<file path="config.mk">
export PLATFORM = sky130hd
export DESIGN_NAME = imem_loader
export DESIGN_NICKNAME = d
export VERILOG_FILES = /design/src/rtl/imem_loader.sv
export SDC_FILE = /design/constraint.sdc
export NUM_CORES = 1
export LEC_CHECK = 0
export BUFFER_PORTS_ARGS = -buffer_cell sky130_fd_sc_hd__buf_2
export CORE_MARGIN = 2
export CORE_UTILIZATION = 57
export CTS_BUF_LIST = sky130_fd_sc_hd__clkbuf_4 sky130_fd_sc_hd__clkbuf_8 sky130_fd_sc_hd__clkbuf_16
export DETAILED_ROUTE_END_ITERATION = 6
export PLACE_DENSITY = 0.79
export SYNTH_ARGS = -nofsm -noshare
export SYNTH_HDL_FRONTEND = slang
export SYNTH_SLANG_ARGS = --single-unit
</file>
<file path="constraint.sdc">
create_clock -name clk -period 2.55 [get_ports clk]
set_input_delay 0.3825 -clock clk [delete_from_list [all_inputs] [get_ports clk]]
set_output_delay 0.3825 -clock clk [all_outputs]
set_load 0.02 [all_outputs]
</file>
<file path="src/rtl/imem_loader.sv">
// Loads a framed, checksummed program image from a byte stream into the instruction memory.
// Each payload byte is written 1 cycle after acceptance; in_ready depends only on state, so upstream stalls freely.
// core_hold stays 1 until the image passes its length and checksum checks.
module imem_loader #(
    parameter int MEM_BYTES = 32,
    parameter int ADDR_W    = 5
) (
    input  logic              clk,
    input  logic              reset,
    input  logic              start,
    input  logic [7:0]        in_byte,
    input  logic              in_valid,
    output logic              in_ready,
    output logic              mem_we,
    output logic [ADDR_W-1:0] mem_waddr,
    output logic [7:0]        mem_wdata,
    output logic              core_hold,
    output logic              done,
    output logic              err_len,
    output logic              err_csum
);

    typedef enum logic [2:0] {
        IDLE,
        LEN_LO,
        LEN_HI,
        DATA,
        CSUM,
        DONE,
        ERR
    } state_t;

    localparam logic [17:0] MEM_LIMIT = 18'(MEM_BYTES);

    state_t            state;
    logic [7:0]        len_lo;
    logic [ADDR_W:0]   count;
    logic [ADDR_W:0]   total;
    logic [7:0]        sum;

    logic              accept;
    logic [15:0]       len_full;
    logic [17:0]       len_bytes;
    logic [ADDR_W:0]   count_nxt;

    // Length is judged on the full 16-bit word count, widened so 4*N cannot wrap.
    always_comb begin
        accept    = in_valid && in_ready;
        len_full  = {in_byte, len_lo};
        len_bytes = {len_full, 2'b00};
        count_nxt = count + 1'b1;
    end

    always_ff @(posedge clk) begin
        if (reset) begin
            state     <= IDLE;
            in_ready  <= 1'b0;
            mem_we    <= 1'b0;
            mem_waddr <= '0;
            mem_wdata <= 8'h00;
            core_hold <= 1'b1;
            done      <= 1'b0;
            err_len   <= 1'b0;
            err_csum  <= 1'b0;
            len_lo    <= 8'h00;
            count     <= '0;
            total     <= '0;
            sum       <= 8'h00;
        end else begin
            mem_we <= 1'b0;
            case (state)
                IDLE, DONE, ERR: begin
                    if (start) begin
                        state     <= LEN_LO;
                        in_ready  <= 1'b1;
                        core_hold <= 1'b1;
                        done      <= 1'b0;
                        err_len   <= 1'b0;
                        err_csum  <= 1'b0;
                        count     <= '0;
                        sum       <= 8'h00;
                    end
                end
                LEN_LO: begin
                    if (accept) begin
                        len_lo <= in_byte;
                        state  <= LEN_HI;
                    end
                end
                LEN_HI: begin
                    if (accept) begin
                        if (len_full == 16'h0000 || len_bytes > MEM_LIMIT) begin
                            state    <= ERR;
                            err_len  <= 1'b1;
                            in_ready <= 1'b0;
                        end else begin
                            total <= len_bytes[ADDR_W:0];
                            state <= DATA;
                        end
                    end
                end
                DATA: begin
                    if (accept) begin
                        mem_we    <= 1'b1;
                        mem_waddr <= count[ADDR_W-1:0];
                        mem_wdata <= in_byte;
                        count     <= count_nxt;
                        sum       <= sum + in_byte;
                        if (count_nxt == total) begin
                            state <= CSUM;
                        end
                    end
                end
                CSUM: begin
                    if (accept) begin
                        in_ready <= 1'b0;
                        if (in_byte == sum) begin
                            state     <= DONE;
                            done      <= 1'b1;
                            core_hold <= 1'b0;
                        end else begin
                            state    <= ERR;
                            err_csum <= 1'b1;
                        end
                    end
                end
                default: begin
                    state    <= IDLE;
                    in_ready <= 1'b0;
                end
            endcase
        end
    end

endmodule

</file>
==> run metrics, run 1 <==
CP Launch Type flop; syn_nets between 300 and 400; hold_ws approximately 0.36 ns; RSZ-0062 raised after global routing false; Compound-Gate Fraction of Synth Area 15.9%; syn_area_per_cell 8.34 um^2; total CTS buffers 5; layout cell share with drive strength beyond 1 ~15%; Starting Density between 50 and 60%; antenna cells 0; GR peak layer met2; Worst Hold Class in2reg; met2 global-route usage 38.6%; io pins 31; Ys Warns 0; router iterations before antenna repair 4; Least-Margin Pin Slew 0.693 ns; CTS Sinks 48; critical path data required time between 2 and 3 ns; Synth Register Bits 48; Netlist cell types 46; H-Tree Depth 2; Setup Skew just under 0.009 ns; nets@finish 333; die span in y between 60 and 70 um; Syn Inst Count approximately 280; final hold vios 0; via count 2099; hold buffer count at CTS 0; area delta synth->final 13.5%; GRT met3 Usage 5.92%; asr flop ratio synth 0%; status complete, no violations; num rows 23; Cell Area, Synth 0.00237 mm^2; Max VDD drop 359 uV; Root Buffer clkbuf_8; initial antenna violation count 0; post-synthesis mux area share between 5 and 6%; DP Wirelength 3670 um; dpl cell area 0.00257 mm^2; routed len/inst 14.0 um; Setup TNS 0 ns; final setup fails 0; post-route ant nets 0; largest family of logic cells by synthesized area simple AND/OR/NAND/NOR gates; ys flop type dfxtp_1; clk slew on worst S/H paths 0.09 ns; simple-gate portion of the synthesized area 24.1%; CTS max path bufs 2; vias in the first global route 1894; Fillers 342; IO Port Bufs 30; Die W 68.5 um; GR met1 Demand/Resource 32.2%; gr usage total 24.2%; total congestion overflow 0; fin worst setup slack 0.380 ns; sequential area share after synthesis slightly above 40%; number of synthesized flops with an enable pin 0; vias per std cell a little under 6; global-route wire length before repair 8540 um; worst rel slew slack 53.5%; CTS tree done; die area roughly 0.0047 mm^2; GPL Wtd Cong 0.910; drt drc 0; Max Cap Viol 0; largest net degree at the start of global routing 27; fin crit share 85.1%; total chip power around 0.0018 W; Post-Route WL 5060 um; leakage 1.03 nW; Synth Area in XOR/XNOR 5.91%; Min Clock Period, post-route 2.17 ns; post-CTS setup buffers 0; Post-CTS Resized 0; worst skew pair latency 0.30 ns; fmax 0.461 GHz; Power Density about 650 mW/mm^2; design area 0.00269 mm^2; 1st-iter DRT viols 114; WS Path Type reg2reg; Critical Path End Type flop; WP data arrival approximately 2.4 ns; Post-Place Worst Slack 0.187 ns; Max Slew Vio Count 0; Placeable Area between 0.004 and 0.005 mm^2; Synth Area in Adders between 5 and 6%; worst-path fanout max 3
-- placed cells by master, fill, tap and decap left out, drive strengths merged, types with 2 or more instances in the layout --
cell type and n:
nand2 41, ha 8, nor4b 3, a211o 2, nor2 27, or3 4
mux2i 12, nand4 2, and3 2, a22oi 2, nor4 5, dfxtp 48
a21oi 30, o22ai 2, nand2b 4, o21ai 10, nor3 7, nand3 10
nor2b 4, a211oi 2, clkbuf 5, a31oi 2, xor2 3, and2 4
buf 37, xnor2 13, inv 5, a21o 2
-- synth_stat cells, types with 2 or more instances --
cell type	instances	area, um^2
and3_1	2	12.5
inv_1	4	15.0
nor4b_1	3	26.3
xor2_1	3	26.3
xnor2_1	13	114
ha_1	8	100
clkbuf_1	12	45.0
nor4_1	4	25.0
a31oi_1	2	12.5
nor3_1	7	35.0
nand2b_1	4	25.0
mux2i_1	12	120
nand2_1	41	154
and2_1	4	25.0
o21ai_0	9	45.0
nor2b_1	4	25.0
or3_1	4	25.0
nand3_1	10	50.1
a21o_1	2	15.0
dfxtp_1	48	961
a211o_1	2	17.5
o22ai_1	2	12.5
a211oi_1	2	15.0
nor2_1	27	101
nand4_1	2	12.5
buf_2	3	15.0
a22oi_1	2	15.0
a21oi_1	30	150
-- layout make-up --
cell class | count | area, um^2 | area share [%]
Timing Repair Buffer | 37 | 203 | 7.53
Multi-Input combinational cell | 216 | 1330 | 49.6
Tap cell | 50 | 62.6 | 2.33
Clock inverter | 3 | 46.3 | 1.72
Sequential cell | 48 | 961 | 35.7
Clock buffer | 5 | 68.8 | 2.56
Inverter | 4 | 15.0 | 0.558
-- critical path, cell delays in order (launching register included) --
cell	delay [ns]
dfxtp_1	0.39
ha_1	0.26
a21o_1	0.19
and4_4	0.19
or4_1	0.49
o311ai_1	0.12
nor4b_1	0.09
a311o_1	0.33
-- worst paths after layout --
path,from,endpoint,slack (ns),cells past startpoint
setup / recovery,sum[1]$_SDFFE_PP0P_,sum[7]$_SDFFE_PP0P_,0.38,7
hold reg to reg,mem_waddr[1]$_SDFFE_PP0P_,mem_waddr[1]$_SDFFE_PP0P_,0.46,2
setup reg to reg,sum[1]$_SDFFE_PP0P_,sum[7]$_SDFFE_PP0P_,0.38,7
hold / removal,in_byte[0],mem_wdata[0]$_SDFFE_PP0P_,0.36,3
-- registers in the layout, indices dropped and copies added (netlist names), 3 cells and up --
name,cells
state,3
len_lo,8
sum,8
mem_wdata,8
total,4
count,6
mem_waddr,5
-- power breakdown --
group / internal [W] / switching (W) / total (W)
clock network: 0.000295 / 0.000258 / 0.000553
logic: 0.000148 / 0.000230 / 0.000377
registers: 0.000778 / 0.0000478 / 0.000826
-- kinds of logic after synthesis --
kind of cell	Yosys count
compound gates	62
xor+xnor	16
fa+ha+maj	9
buf+inv	20
flops	48
mux	12
simple gates	117
-- per-layer routing --
metal | vias up | share of wire (%)
li1 | 1059 | -
met1 | 987 | 47
met2 | 46 | 48
met3 | 7 | 3.9
met4 | 0 | 1.1
met5 | - | 0
-- metrics by stage --
stage	util, %	instances
floorplan	-	284
global placement	64.4	355
detailed placement	64.4	355
CTS	67.3	363
global route	67.3	363
finish	67.3	363
(Power assumes the default switching activity.)
==> run 2, diff against run 1 <==
==> constraint.sdc (replaced) <==
create_clock -name clk -period 2.55 [get_ports clk]
set_input_delay 0.51 -clock clk [delete_from_list [all_inputs] [get_ports clk]]
set_output_delay 0.51 -clock clk [all_outputs]
set_load 0.02 [all_outputs]
==> run 2 against run 1 <==
Compared with the run above:
- count of clock-buffer cells in the layout unchanged
- clock power up 0.7%
- fmax down 6.3%
- wire length up 2.6%
- first-iteration DRC count down 13%
- design area up 0.28%
- critical path type unchanged
- sequential share of layout area down 0.099 points
- flip-flop and latch count unchanged
- combinational power about the same
- clock skew down 0.00086 ns
- largest power group unchanged
==> run metrics, run 2 (synthesis gave the netlist of run 1 again) <==
status complete, no violations; Least-Margin Pin Slew ~0.61 ns; post-CTS setup buffers 0; cells along the critical path ha_1 -> a21o_1 -> and4_4 -> or4_1 -> o311ai_1 -> nor4b_1 -> a311o_1; nets@finish about 330; worst rel slew slack 59.1%; Min Clock Period, post-route roughly 2.3 ns; fmax roughly 0.43 GHz; most frequent cells in the layout dfxtp_1 (48), nand2_1 (41), a21oi_1 (30), buf_2 (30), nor2_1 (27); antenna cells 0; final hold vios 0; critical path data required time about 2.8 ns; WS Path Type reg2reg; GPL Wtd Cong 0.903; largest net degree at the start of global routing 27; hold buffer count at CTS 0; delay-heaviest family, CP simple AND/OR/NAND/NOR gates; leakage 1.04 nW; Max Slew Vio Count 0; Root Buffer clkbuf_8; routed len/inst 14.3 um; Placeable Area 0.00400 mm^2; CTS Sinks 48; area delta synth->final 13.8%; Starting Density 59.2%; fin crit share ~91%; Top Registers len_lo x8, mem_wdata x8, sum x8; RSZ-0062 raised after global routing false; vias per std cell 5.71; Worst Hold Class reg2reg; global-route wire length before repair about 8600 um; CP Launch Type flop; num rows 23; die span in y around 68 um; gr usage total 24.4%; critical path depth in cells 7; Critical Path End Type flop; die area 0.00469 mm^2; drt drc 0; total congestion overflow 0; total CTS buffers 5; worst r2r path cells 7; Max Cap Viol 0; DP Wirelength 3700 um; layout cell share with drive strength beyond 1 15.6%; final setup fails 0; Bufs and invs on worst path 0; Max VDD drop around 520 uV; clk slew on worst S/H paths about 0.090 ns; via count 2079; Post-Route WL 5190 um; CTS max path bufs 2; Setup Skew 0.00788 ns; initial antenna violation count 0; commonest non-fill, non-tap cell in the layout dfxtp_1; io pins 31; slowest stage cell, crit path or4_1; Setup TNS 0 ns; worst-path fanout max 3; Power Density 653 mW/mm^2; WP data arrival 2.56 ns; router iterations before antenna repair 4; Die W between 60 and 70 um; vias in the first global route 1878; H-Tree Depth 2; Max stage delay on crit path around 0.50 ns; post-route ant nets 0; worst skew pair latency roughly 0.30 ns; Post-CTS Resized 0; IO Port Bufs 30; hold depth 2; CTS tree done; 1st-iter DRT viols 99; final core utilization 67.4%
## run 2: cell count changes in the layout (fill, tap and decap cells not counted)
cell	before	now
buf_4	7	8
## run 2: power by group
part	total, W	switching (W)	leakage (nW)	internal [W]
combinational	0.000376	0.000227	0.597	0.000149
sequential	0.000828	0.0000497	0.387	0.000778
clock	0.000557	0.000262	0.0548	0.000295
## run 2: per-layer routing
layer	part of all wire [%]	track usage [%]	up-vias
met1	46	33.1	964
met3	4.7	4.61	6
met4	1.0	8.25	0
met5	0	0	-
met2	48	38.8	49
li1	-	-	1060
## run 2: path summary, 6_finish.rpt
path,end,slack [ns],from
min reg2reg,mem_waddr[1]$_SDFFE_PP0P_,0.46,mem_waddr[1]$_SDFFE_PP0P_
min,mem_waddr[1]$_SDFFE_PP0P_,0.46,mem_waddr[1]$_SDFFE_PP0P_
max,sum[7]$_SDFFE_PP0P_,0.23,sum[1]$_SDFFE_PP0P_
max reg2reg,sum[7]$_SDFFE_PP0P_,0.23,sum[1]$_SDFFE_PP0P_
## run 2: layout make-up
| type | instances | area [um^2] |
|---|---|---|
| Sequential cell | 48 | 961 |
| Timing Repair Buffer | 38 | 210 |
| Clock buffer | 5 | 68.8 |
| Inverter | 4 | 15.0 |
| Clock inverter | 3 | 46.3 |
| Fill cell | 338 | 1300 |
| Multi-Input combinational cell | 216 | 1330 |
| Tap cell | 50 | 62.6 |
## run 2: tightest hold or removal path, stage by stage, from the launching register on
cell and delay, ns:
dfxtp_1 0.32, nand2_1 0.05, a21oi_1 0.05
## run 2: stage by stage
step,instances,setup slack (ns),cell area [um^2],power [W],hold WS [ns]
floorplan,284,0.296,2370,0.00111,0.447
global placement,356,0.111,2580,0.00121,0.441
detailed placement,356,0.0952,2580,0.00121,0.444
CTS,364,0.252,2700,0.00177,0.457
global route,364,0.139,2700,0.00185,0.484
finish,364,0.234,2700,0.00176,0.456
